<file path="config.mk">
export PLATFORM = sky130hd
export DESIGN_NAME = hilo_div_ctrl
export DESIGN_NICKNAME = d
export VERILOG_FILES = /design/src/rtl/mips_pkg.sv /design/src/rtl/hilo_div_ctrl_div_step.sv /design/src/rtl/hilo_div_ctrl.sv
export SDC_FILE = /design/constraint.sdc
export NUM_CORES = 1
export LEC_CHECK = 0
export ABC_AREA = 1
export CELL_PAD_IN_SITES_DETAIL_PLACEMENT = 1
export CELL_PAD_IN_SITES_GLOBAL_PLACEMENT = 2
export CORE_AREA = 5 5 187 324
export CTS_CLUSTER_DIAMETER = 30
export DETAILED_ROUTE_END_ITERATION = 10
export DIE_AREA = 0 0 192 329
export GPL_TIMING_DRIVEN = 0
export PLACE_DENSITY = 0.72
export SLEW_MARGIN = 10
export SYNTH_ARGS = -nofsm -noshare
export SYNTH_HDL_FRONTEND = slang
export SYNTH_SLANG_ARGS = --single-unit
</file>
<file path="constraint.sdc">
create_clock -name clk -period 3.23 [get_ports clk]
set_input_delay 0.646 -clock clk [delete_from_list [all_inputs] [get_ports clk]]
set_output_delay 0.646 -clock clk [all_outputs]
set_load 0.05 [all_outputs]
</file>
<file path="src/rtl/mips_pkg.sv">
// Shared definitions for the HI/LO divide path.
package mips_pkg;

  typedef enum logic [1:0] {
    IDLE = 2'd0,
    RUN  = 2'd1,
    FIX  = 2'd2,
    DONE = 2'd3
  } div_state_t;

  localparam logic [1:0]  HILO_WE_BOTH = 2'b11;
  localparam int unsigned DIV_ITER     = 32;

endpackage

</file>
<file path="src/rtl/hilo_div_ctrl_div_step.sv">
// One combinational restoring-division step on the {rem, quo} pair.
module div_step #(
  parameter int WIDTH = 32
) (
  input  logic [WIDTH:0]   rem_i,
  input  logic [WIDTH-1:0] quo_i,
  input  logic [WIDTH-1:0] div_i,
  output logic [WIDTH:0]   rem_o,
  output logic [WIDTH-1:0] quo_o
);

  logic [WIDTH+1:0] w_shift;
  logic [WIDTH+1:0] w_diff;

  always_comb begin
    w_shift = {rem_i, quo_i[WIDTH-1]};
    w_diff  = w_shift - {2'b00, div_i};
    // A clear top bit means the trial subtract did not borrow.
    if (!w_diff[WIDTH+1]) begin
      rem_o = w_diff[WIDTH:0];
      quo_o = {quo_i[WIDTH-2:0], 1'b1};
    end else begin
      rem_o = w_shift[WIDTH:0];
      quo_o = {quo_i[WIDTH-2:0], 1'b0};
    end
  end

endmodule

</file>
<file path="src/rtl/hilo_div_ctrl.sv">
// Iterative DIV/DIVU sequencer: stalls execute for 32 restoring steps, then
// writes quotient to LO and remainder to HI for one cycle.
module hilo_div_ctrl
  import mips_pkg::*;
#(
  parameter int WIDTH = 32
) (
  input  logic             clk,
  input  logic             rst,
  input  logic             start_i,
  input  logic             signed_i,
  input  logic [WIDTH-1:0] opa_i,
  input  logic [WIDTH-1:0] opb_i,
  input  logic             annul_i,
  output logic             stall_o,
  output logic             ready_o,
  output logic [WIDTH-1:0] hi_o,
  output logic [WIDTH-1:0] lo_o,
  output logic [1:0]       hilo_we_o
);

  localparam int CW = (WIDTH > 1) ? $clog2(WIDTH) : 1;

  div_state_t       r_state;
  logic [CW-1:0]    r_cnt;
  logic [WIDTH:0]   r_rem;
  logic [WIDTH-1:0] r_quo;
  logic [WIDTH-1:0] r_div;
  logic [WIDTH-1:0] r_hi;
  logic [WIDTH-1:0] r_lo;
  logic             r_qneg;
  logic             r_rneg;

  logic             w_sa;
  logic             w_sb;
  logic [WIDTH-1:0] w_abs_a;
  logic [WIDTH-1:0] w_abs_b;
  logic             w_accept;
  logic             w_ready;
  logic [WIDTH:0]   w_rem_nx;
  logic [WIDTH-1:0] w_quo_nx;
  logic [WIDTH-1:0] w_quo_fix;
  logic [WIDTH-1:0] w_rem_fix;

  assign w_sa     = signed_i & opa_i[WIDTH-1];
  assign w_sb     = signed_i & opb_i[WIDTH-1];
  assign w_abs_a  = w_sa ? ('0 - opa_i) : opa_i;
  assign w_abs_b  = w_sb ? ('0 - opb_i) : opb_i;
  assign w_accept = start_i & ~annul_i;

  assign w_quo_fix = r_qneg ? ('0 - r_quo) : r_quo;
  assign w_rem_fix = r_rneg ? ('0 - r_rem[WIDTH-1:0]) : r_rem[WIDTH-1:0];

  div_step #(
    .WIDTH (WIDTH)
  ) u_step (
    .rem_i (r_rem),
    .quo_i (r_quo),
    .div_i (r_div),
    .rem_o (w_rem_nx),
    .quo_o (w_quo_nx)
  );

  // Annul kills the stall in the same cycle so the flush is not held off.
  assign stall_o   = rst & (((r_state == IDLE) & w_accept) |
                            (((r_state == RUN) | (r_state == FIX)) & ~annul_i));
  assign w_ready   = (r_state == DONE) & ~annul_i;
  assign ready_o   = w_ready;
  assign hilo_we_o = w_ready ? HILO_WE_BOTH : 2'b00;
  assign hi_o      = r_hi;
  assign lo_o      = r_lo;

  always_ff @(posedge clk or negedge rst) begin
    if (!rst) begin
      r_state <= IDLE;
      r_cnt   <= '0;
      r_rem   <= '0;
      r_quo   <= '0;
      r_div   <= '0;
      r_hi    <= '0;
      r_lo    <= '0;
      r_qneg  <= 1'b0;
      r_rneg  <= 1'b0;
    end else begin
      case (r_state)
        IDLE: begin
          if (w_accept) begin
            r_rem  <= '0;
            r_quo  <= w_abs_a;
            r_div  <= w_abs_b;
            r_qneg <= w_sa ^ w_sb;
            r_rneg <= w_sa;
            r_cnt  <= CW'(WIDTH - 1);
            // Divide by zero bypasses the core and the sign fix entirely.
            if (opb_i == '0) begin
              r_hi    <= opa_i;
              r_lo    <= '1;
              r_state <= DONE;
            end else begin
              r_state <= RUN;
            end
          end
        end
        RUN: begin
          if (annul_i) begin
            r_state <= IDLE;
          end else begin
            r_rem <= w_rem_nx;
            r_quo <= w_quo_nx;
            r_cnt <= r_cnt - 1'b1;
            if (r_cnt == '0) begin
              r_state <= FIX;
            end
          end
        end
        FIX: begin
          if (annul_i) begin
            r_state <= IDLE;
          end else begin
            r_hi    <= w_rem_fix;
            r_lo    <= w_quo_fix;
            r_state <= DONE;
          end
        end
        DONE: begin
          r_state <= IDLE;
        end
        default: begin
          r_state <= IDLE;
        end
      endcase
    end
  end

endmodule

</file>
# After elaboration in Yosys (flattened, before gate mapping)
# Index checks and enable logic that the tools add are counted.
dict set report word_totals {
  in_bits 69
  wordCells 73
  register_bits 170
}
dict set report op_classes {
  n_eq_ne 8
  n_bitwise 11
  mux 30
  n_reduce_logical 9
  addsub 6
}
# operator count
set ops {}
lappend ops {{two-way mux 32 bit} 12}
lappend ops {{one-hot mux 32 bit (2 select lines)} 3}
lappend ops {{subtractor 1 x 32 -> 32 bit, first input constant} 4}
lappend ops {{two-way mux 33 bit} 3}
lappend ops {{one-hot mux 33 bit (2 select lines)} 1}
lappend ops {{subtractor 34 x 32 -> 34 bit} 1}
lappend ops {{logical NOT 32 bit} 1}
lappend ops {{two-way mux 2 bit} 6}
lappend ops {{two-way mux 5 bit} 2}
lappend ops {{one-hot mux 5 bit (2 select lines)} 1}
lappend ops {{one-hot mux 2 bit (4 select lines)} 1}
lappend ops {{bitwise AND 1 bit} 7}
lappend ops {{inequality test 2 bit, second input constant} 3}
lappend ops {{logical NOT 5 bit} 1}
lappend ops {{subtractor 5 x 1 -> 5 bit, second input constant} 1}
lappend ops {{equality test 2 bit, second input constant} 2}
lappend ops {{AND reduction 2 bit} 2}
lappend ops {{AND reduction 4 bit} 1}
lappend ops {{nonzero test 2 bit} 2}
lappend ops {{inequality test 3 x 2 -> 1 bit, second input constant} 1}
lappend ops {{AND reduction 3 bit} 1}
lappend ops {{equality test 2 x 1 -> 1 bit, second input constant} 1}
lappend ops {{logical NOT 2 bit} 1}
lappend ops {{inequality test 2 x 1 -> 1 bit, second input constant} 1}
lappend ops {{4 further kinds} 5}

# Depth between registers and ports, before layout
# Gate-level depths: netlist of the first run.
dict set report logic_depth {
  ltp_word 5
  mapped_depth 18
}

# Modules after synthesis
# Synthesis of the first run repeated with hierarchy kept, for this count alone.
dict set report hier_totals {
  cells_unflattened 2438
  hier_area_um2 14594.0
}
# module instances cells_per_inst area_per_inst_um2
set by_module_without_submodules {}
lappend by_module_without_submodules {hilo_div_ctrl 1 1686 10916.7}
lappend by_module_without_submodules {div_step 1 752 3677.3}

# Least setup slack after synthesis of the first run
# No wires, ideal clock.
dict set report synth_timing {
  path_kind {input to output}
  from {input port annul_i}
  to {output port stall_o}
  path_stages 7
  slack_ns 0.120
  t_required_ns 2.584
  arrival_ns 2.464
  path_cell_list {inv_2 -> nand2_2 -> nor2_4 -> clkinv_1 -> clkbuf_1 -> clkbuf_1 -> a21boi_0}
}
dict set report synth_via {
  elab_chain_len 5
  elab_cells_between_ends 6
}
# item line_no
set synth_rtl {}
lappend synth_rtl {{start, declared} hilo_div_ctrl.sv:14} ;# input logic annul_i,
lappend synth_rtl {{NOT 1 bit (*)} {hilo_div_ctrl.sv:49, hilo_div_ctrl.sv:66}}
lappend synth_rtl {{bitwise AND 1 bit} hilo_div_ctrl.sv:49} ;# assign w_accept = start_i & ~annul_i;
lappend synth_rtl {{bitwise AND 1 bit} hilo_div_ctrl.sv:65} ;# assign stall_o = rst & (((r_state == IDLE) & w_accept) |
lappend synth_rtl {{OR 1 bit (*)} hilo_div_ctrl.sv:65}
lappend synth_rtl {{bitwise AND 1 bit (*)} hilo_div_ctrl.sv:65}
lappend synth_rtl {{end, declared} hilo_div_ctrl.sv:15} ;# output logic stall_o,
# Mark *: on every way between the ends. The rest lies on a longest branch, timed or not.

# Worst setup path after layout of the first run
dict set report layout_timing {
  from {input port opb_i[0]}
  to {register r_hi[28], in the netlist hi_o[28]}
}
dict set report layout_via {
  elab_chain_len 3
}
# item line_no
set layout_rtl {}
lappend layout_rtl {{start, declared} hilo_div_ctrl.sv:13} ;# input logic [WIDTH-1:0] opb_i,
lappend layout_rtl {{logical NOT 32 bit} hilo_div_ctrl.sv:95} ;# if (opb_i == '0) begin
lappend layout_rtl {{inequality test 2 x 1 -> 1 bit (no line)} --}
lappend layout_rtl {{AND reduction 4 bit (no line)} --}
lappend layout_rtl {{end signal, assigned} hilo_div_ctrl.sv:96} ;# r_hi <= opa_i;
lappend layout_rtl {{end signal, assigned} hilo_div_ctrl.sv:120} ;# r_hi <= w_rem_fix;
lappend layout_rtl {{end, declared} hilo_div_ctrl.sv:29} ;# logic [WIDTH-1:0] r_hi;
# Every way passes these cells.
# A chain may end at the register's enable or synchronous reset.

==> results_dict.tcl, run 1 <==
set metrics [dict create \
    slew_violations 0 \
    wl_met2_um 38300 \
    arrival_ps 3490 \
    placedInstanceArea_um2 16600 \
    cts-buffers-inserted 17 \
    layout_commonest_cell "nand2_1" \
    setup_viol 0 \
    via_per_inst 4.68 \
    grt_pass1_vias 16102 \
    required_ps 3630 \
    setup.worst_path.class "in2reg" \
    grt_max_degree 93 \
    layout.nets 2449 \
    startpoint_type "input port" \
    grt_use_total 0.206 \
    grt-ovfl-total 0 \
    core_area_um2 57800 \
    areaGrowthSynthToFinish_pct 21.0 \
    num_rows 117 \
    outcome "finished, final reports clean" \
    max-slew-margin-rel 0.396 \
    finalPower_mw 19.6 \
    top_layer "met4" \
    cts_root_buffer "clkbuf_16" \
    hp-class "in2async" \
    die_h_um 329 \
    final_hold_viol_count 0 \
    drive_gt1_frac 0.0783 \
    cts.hold.buffers_added 0 \
    cts.path.max_buffers 2 \
    syn_avg_cell_area_um2 6.53 \
    rsz0062_at_grt "no" \
    synthArstFlopShare 1.00 \
    first_pass_iters 5 \
    combPwrFrac 0.685 \
    cts_tree "done" \
    swShare 0.568 \
    layout_common_cells "nand2_1, inv_1, nor2_1" \
    die_area_um2 63200 \
    drv_cap 0 \
    worstMarginPinSlew_ps 899 \
    clk_latency_ps 470 \
    synth_flop_cell "dfrtp_1" \
    setup.worst_path.end_class "flip-flop" \
    drc 0 \
    clkTransAtPathRegs_ps 70 \
    clkSinkCount 170 \
    cellPowerDensity_nw_per_um2 1140 \
    crit_fanout 10 \
    io_pins 137 \
    multi_input_area_um2 8360 \
    hpwl_um 56300 \
    die_x_um 192 \
    final_cell_area_um2 17200 \
    period_share 0.954 \
    routedLengthMet1_um 21300 \
    vias 14625 \
    finalWeightedCongestion 0.920 \
    fill_cells 7330 \
    period_needed_ps 3080 \
    routed_wirelength_um 64800 \
    p_seq_frac 0.204 \
    yosys_warnings 0 \
    start_util 0.246 \
    vdd_ir_drop_max_v 0.000448 \
    antenna_found_initial 0 \
    p_switching_mw 11.1 \
    register_area_um2 4250 \
    synth_cells 2179 \
    io_buffers 136 \
    routed-wl-met3_um 1170 \
    ys_seq_area_frac 0.299 \
    skew_ps 10.3 \
    netlist_area_um2 14200 \
    htreeDepth 4 \
    intPower_mw 8.48 \
    p_clk_frac 0.111 \
    reg2regPathDepth 17 \
    synth_edf_count 0 \
    grt_pass1_wl_um 96600 \
    drt-initial-drc-count 563 \
    timing.fmax_mhz 324 \
    wl_per_cell_um 20.7 \
    syn_nets 2292 \
    drtAntennaViolNets 0 \
    p_leak_nw 8.17 \
    ys_seq_elements 170 \
    synthDistinctLibCells 47 \
]
[flip-flops by register name, summed over array words and instances (netlist names)]
register	flops
r_rem	33
hi_o	32
lo_o	32
r_div	32
r_quo	32
r_cnt	5
r_state	2
r_qneg	1
r_rneg	1
[final cells by class]
| class | instances | share of cell area |
|---|---|---|
| flip-flops and latches | 170 | 0.247 |
| multi-input cells | 1630 | 0.486 |
| repair buffers | 139 | 0.0817 |
| diodes | 1 | 0.000145 |
| clock buffers | 17 | 0.0247 |
| inverters | 301 | 0.0661 |
| clock inverters | 15 | 0.00959 |
| well taps | 773 | 0.0562 |
| plain buffers | 77 | 0.0289 |
[power by group through the flow]
stage	combinational, mW	sequential, mW	clock, mW
3_3_place_gp	13.3	4.02	0
6_report	13.4	4.00	2.17
3_5_place_dp	13.6	4.04	0
5_1_grt	14.9	4.14	2.30
2_1_floorplan	8.30	4.74	0
4_1_cts	13.6	4.01	2.24
[cells by family (layout without fill, tap and decap cells)]
logic type,after synthesis,count (layout),share of synthesized area
AND/OR/NAND/NOR,1206,1206,0.381
buffers and inverters,379,549,0.115
AO/OA/AOI/OAI,300,300,0.117
flip-flops,170,170,0.299
XOR/XNOR,79,79,0.0486
adder cells (fa/ha/maj),44,44,0.0392
multiplexers,1,1,0.000703
other,0,1,0
[through the flow]
stage	std cells	hold WS (ps)	setup WS [ps]	setup TNS (ps)	utilization
2_1_floorplan	2179	350	120	0	-
3_3_place_gp	3088	467	-6050	-1075300	0.286
3_5_place_dp	3089	474	-1390	-49930	0.287
4_1_cts	3122	210	47.9	0	0.298
5_1_grt	3122	247	36.9	0	0.298
6_report	3123	180	147	0	0.298
[cell usage after synthesis, types with 2 or more instances]
cell,count,area share
a21oi_1,85,0.030
a21oi_2,4,0.0025
a31oi_1,28,0.012
a31oi_2,3,0.0026
and2_1,5,0.0022
and3_1,4,0.0018
buf_1,3,0.00079
buf_12,3,0.0042
buf_2,16,0.0056
buf_4,7,0.0037
buf_6,15,0.012
clkbuf_1,34,0.0090
clkinv_1,3,0.00079
dfrtp_1,170,0.30
ha_1,43,0.038
inv_1,284,0.075
inv_2,14,0.0037
nand2_1,629,0.17
nand2_2,7,0.0031
nand2_4,2,0.0016
nand2_8,3,0.0042
nand3_1,211,0.074
nand3_2,36,0.025
nand3_4,2,0.0025
nand3b_1,13,0.0069
nand4_1,26,0.011
nor2_1,217,0.057
nor2_2,12,0.0053
nor2_4,6,0.0047
nor3_1,22,0.0077
nor3_2,6,0.0042
o211ai_1,23,0.012
o21ai_0,140,0.049
o21ai_1,6,0.0021
o22ai_1,3,0.0013
o31ai_1,4,0.0021
or2_2,3,0.0013
xnor2_1,20,0.012
xor2_1,59,0.036
[worst paths after layout]
| path | from | endpoint | slack, ps |
|---|---|---|---|
| worst max-delay path | opb_i[0] | hi_o[28]$_DFFE_PN0P_ | 150 |
| worst min-delay path | rst | lo_o[0]$_DFFE_PN0P_ | 180 |
| worst max register to register | r_quo[31]$_DFFE_PN0P_ | r_rem[32]$_DFFE_PN0P_ | 240 |
| worst min register to register | r_div[12]$_DFFE_PN0P_ | r_div[12]$_DFFE_PN0P_ | 480 |
| max in group asynchronous | rst | r_rem[31]$_DFFE_PN0P_ | 2160 |
| min in group clk | r_div[12]$_DFFE_PN0P_ | r_div[12]$_DFFE_PN0P_ | 480 |
[critical path, cell delays in order]
cell and delay [ps]:
clkdlybuf4s50_1 390, inv_1 100, ha_1 240, nand3_1 240
nor2_2 310, nand4_1 130, buf_4 190, o21ai_1 110
nand2_1 220, clkbuf_1 380, a21oi_1 320, nand2_1 120
nand2_1 80
[metal layers]
layer | vias to the layer above | track usage
met5 | - | 0
met4 | 0 | 0.114
met3 | 113 | 0.0169
met2 | 250 | 0.437
met1 | 6956 | 0.182
li1 | 7306 | -
[repair_timing]
item,CTS,global route
gates resized for setup,12,4
endpoints found under the setup margin,63,18
pin swaps,2,0
buffers inserted,2,0
No activity file was read; power rests on OpenSTA's default activity.
==> inputs of run 2 (changes only) <==
--- a/config.mk
+++ b/config.mk
@@ -12,7 +12,6 @@
 export CTS_CLUSTER_DIAMETER = 30
 export DETAILED_ROUTE_END_ITERATION = 10
 export DIE_AREA = 0 0 192 329
-export GPL_TIMING_DRIVEN = 0
 export PLACE_DENSITY = 0.72
 export SLEW_MARGIN = 10
 export SYNTH_ARGS = -nofsm -noshare
==> results_dict.tcl, run 2 (synthesized netlist as in run 1, its figures left out) <==
set metrics [dict create \
    outcome "finished, final reports clean" \
    die_h_um 329 \
    routed_wirelength_um 55800 \
    layout.nets 2413 \
    vdd_ir_drop_max_v 0.000477 \
    cellPowerDensity_nw_per_um2 1090 \
    die_x_um 192 \
    setup.worst_path.end_class "flip-flop" \
    period_share 0.892 \
    finalPower_mw 18.7 \
    grt_pass1_wl_um 87400 \
    multi_input_area_um2 8350 \
    via_per_inst 4.66 \
    required_ps 3590 \
    wl_per_cell_um 18.1 \
    drc 0 \
    largest_reg_flops 33 \
    clkTransAtPathRegs_ps 80 \
    start_util 0.246 \
    r2r-start "r_quo[31]$_DFFE_PN0P_" \
    setup_viol 0 \
    first_pass_iters 4 \
    drt-initial-drc-count 491 \
    cts.hold.buffers_added 0 \
    grt-ovfl-total 0 \
    core_area_um2 57800 \
    drv_cap 0 \
    worstMarginPinSlew_ps 1000 \
    fin_util 0.296 \
    cts-buffers-inserted 17 \
    tns_ps 0 \
    clkSinkCount 170 \
    rrSetupSlack_ps 350 \
    cts_root_buffer "clkbuf_16" \
    areaGrowthSynthToFinish_pct 20.1 \
    hpwl_um 47200 \
    post_cts_buffers 0 \
    cts_tree "done" \
    fill_cells 7295 \
    drive_gt1_frac 0.0783 \
    slew_violations 0 \
    hp-class "in2async" \
    crit_fanout 4 \
    io_buffers 136 \
    grt_max_degree 98 \
    r2r_end "r_rem[24]$_DFFE_PN0P_" \
    period_needed_ps 2880 \
    startpoint_type "flip-flop" \
    finalWeightedCongestion 0.910 \
    drtAntennaViolNets 0 \
    antenna_found_initial 1 \
    final_hold_viol_count 0 \
    vias 14395 \
    setup.worst_path.class "reg2reg" \
    arrival_ps 3240 \
    rsz0062_at_grt "no" \
    skew_ps 14.4 \
    cts.path.max_buffers 2 \
    layout_common_cells "nand2_1, inv_1, nor2_1" \
    timing.fmax_mhz 347 \
    clk_latency_ps 460 \
    p_leak_nw 8.13 \
    grt_use_total 0.179 \
    die_area_um2 63200 \
    num_rows 117 \
    grt_pass1_vias 15626 \
    htreeDepth 4 \
    reg2regPathDepth 16 \
    io_pins 137 \
    max-slew-margin-rel 0.332 \
    largest_register "r_rem" \
    register_area_um2 4250 \
    startpoint "r_quo[31]$_DFFE_PN0P_" \
    layout_commonest_cell "nand2_1" \
    cts_resized 0 \
]
-- run 2: cell count changes in the layout (fill, tap and decap cells not counted), sizes merged --
cell	change
bufinv	-1
clkbuf	-33
clkdlybuf4s50	-3
clkinv	+4
clkinvlp	-1
inv	-2
-- run 2: per-stage QoR --
step / area (µm²) / hold WS [ps] / worst slack [ps] / cells
finish: 17100 / 283 / 350 / 3087
global route: 17100 / 315 / 144 / 3087
CTS: 17100 / 305 / 257 / 3086
detailed placement: 16500 / 475 / -116 / 3054
global placement: 16500 / 468 / 11.0 / 3054
floorplan: 14200 / 350 / 120 / 2179
-- run 2: routing by layer --
| metal | up-vias | global-route usage | part of all wire |
|---|---|---|---|
| li1 | 7234 | - | - |
| met1 | 6848 | 0.182 | 0.37 |
| met2 | 225 | 0.360 | 0.56 |
| met3 | 88 | 0.0190 | 0.026 |
| met4 | 0 | 0.0757 | 0.044 |
| met5 | - | 0 | 0 |
-- run 2: how the worst max path moves through the flow --
stage | endpoint | slack, ps
after floorplan | stall_o | 120
after global placement | lo_o[2]$_DFFE_PN0P_ | 10
after detailed placement | lo_o[3]$_DFFE_PN0P_ | -120
after CTS | r_rem[24]$_DFFE_PN0P_ | 260
after global routing | r_rem[24]$_DFFE_PN0P_ | 140
final | r_rem[24]$_DFFE_PN0P_ | 350
-- run 2: report_power, final --
part | total, mW | switching (mW) | internal, mW
clock network | 2.14 | 1.09 | 1.05
logic | 12.5 | 8.43 | 4.08
registers | 4.03 | 0.981 | 3.05
total | 18.7 | 10.5 | 8.18
-- run 2: layout make-up --
type                       count  area share
clock buffer                  17      0.0249
multi-input combinational   1630       0.489
inverter                     301      0.0661
sequential                   170       0.249
antenna                        1    0.000146
timing repair buffer         180       0.104
tap                          773      0.0566
clock inverter                15      0.0100
-- run 2: critical path, cell delays in order (launching register included) --
cell      delay [ps]
dfrtp_1          390
inv_1            290
ha_1             210
inv_1             90
fa_1             480
nand3_1          120
nand3_1          160
nand2_1          100
nand2_1           80
nand2_1           80
nand2_1          180
nand2_1          140
nand3b_1          80
nand2_1           90
nand3_1          110
nand3_1          100
nand2_1           60
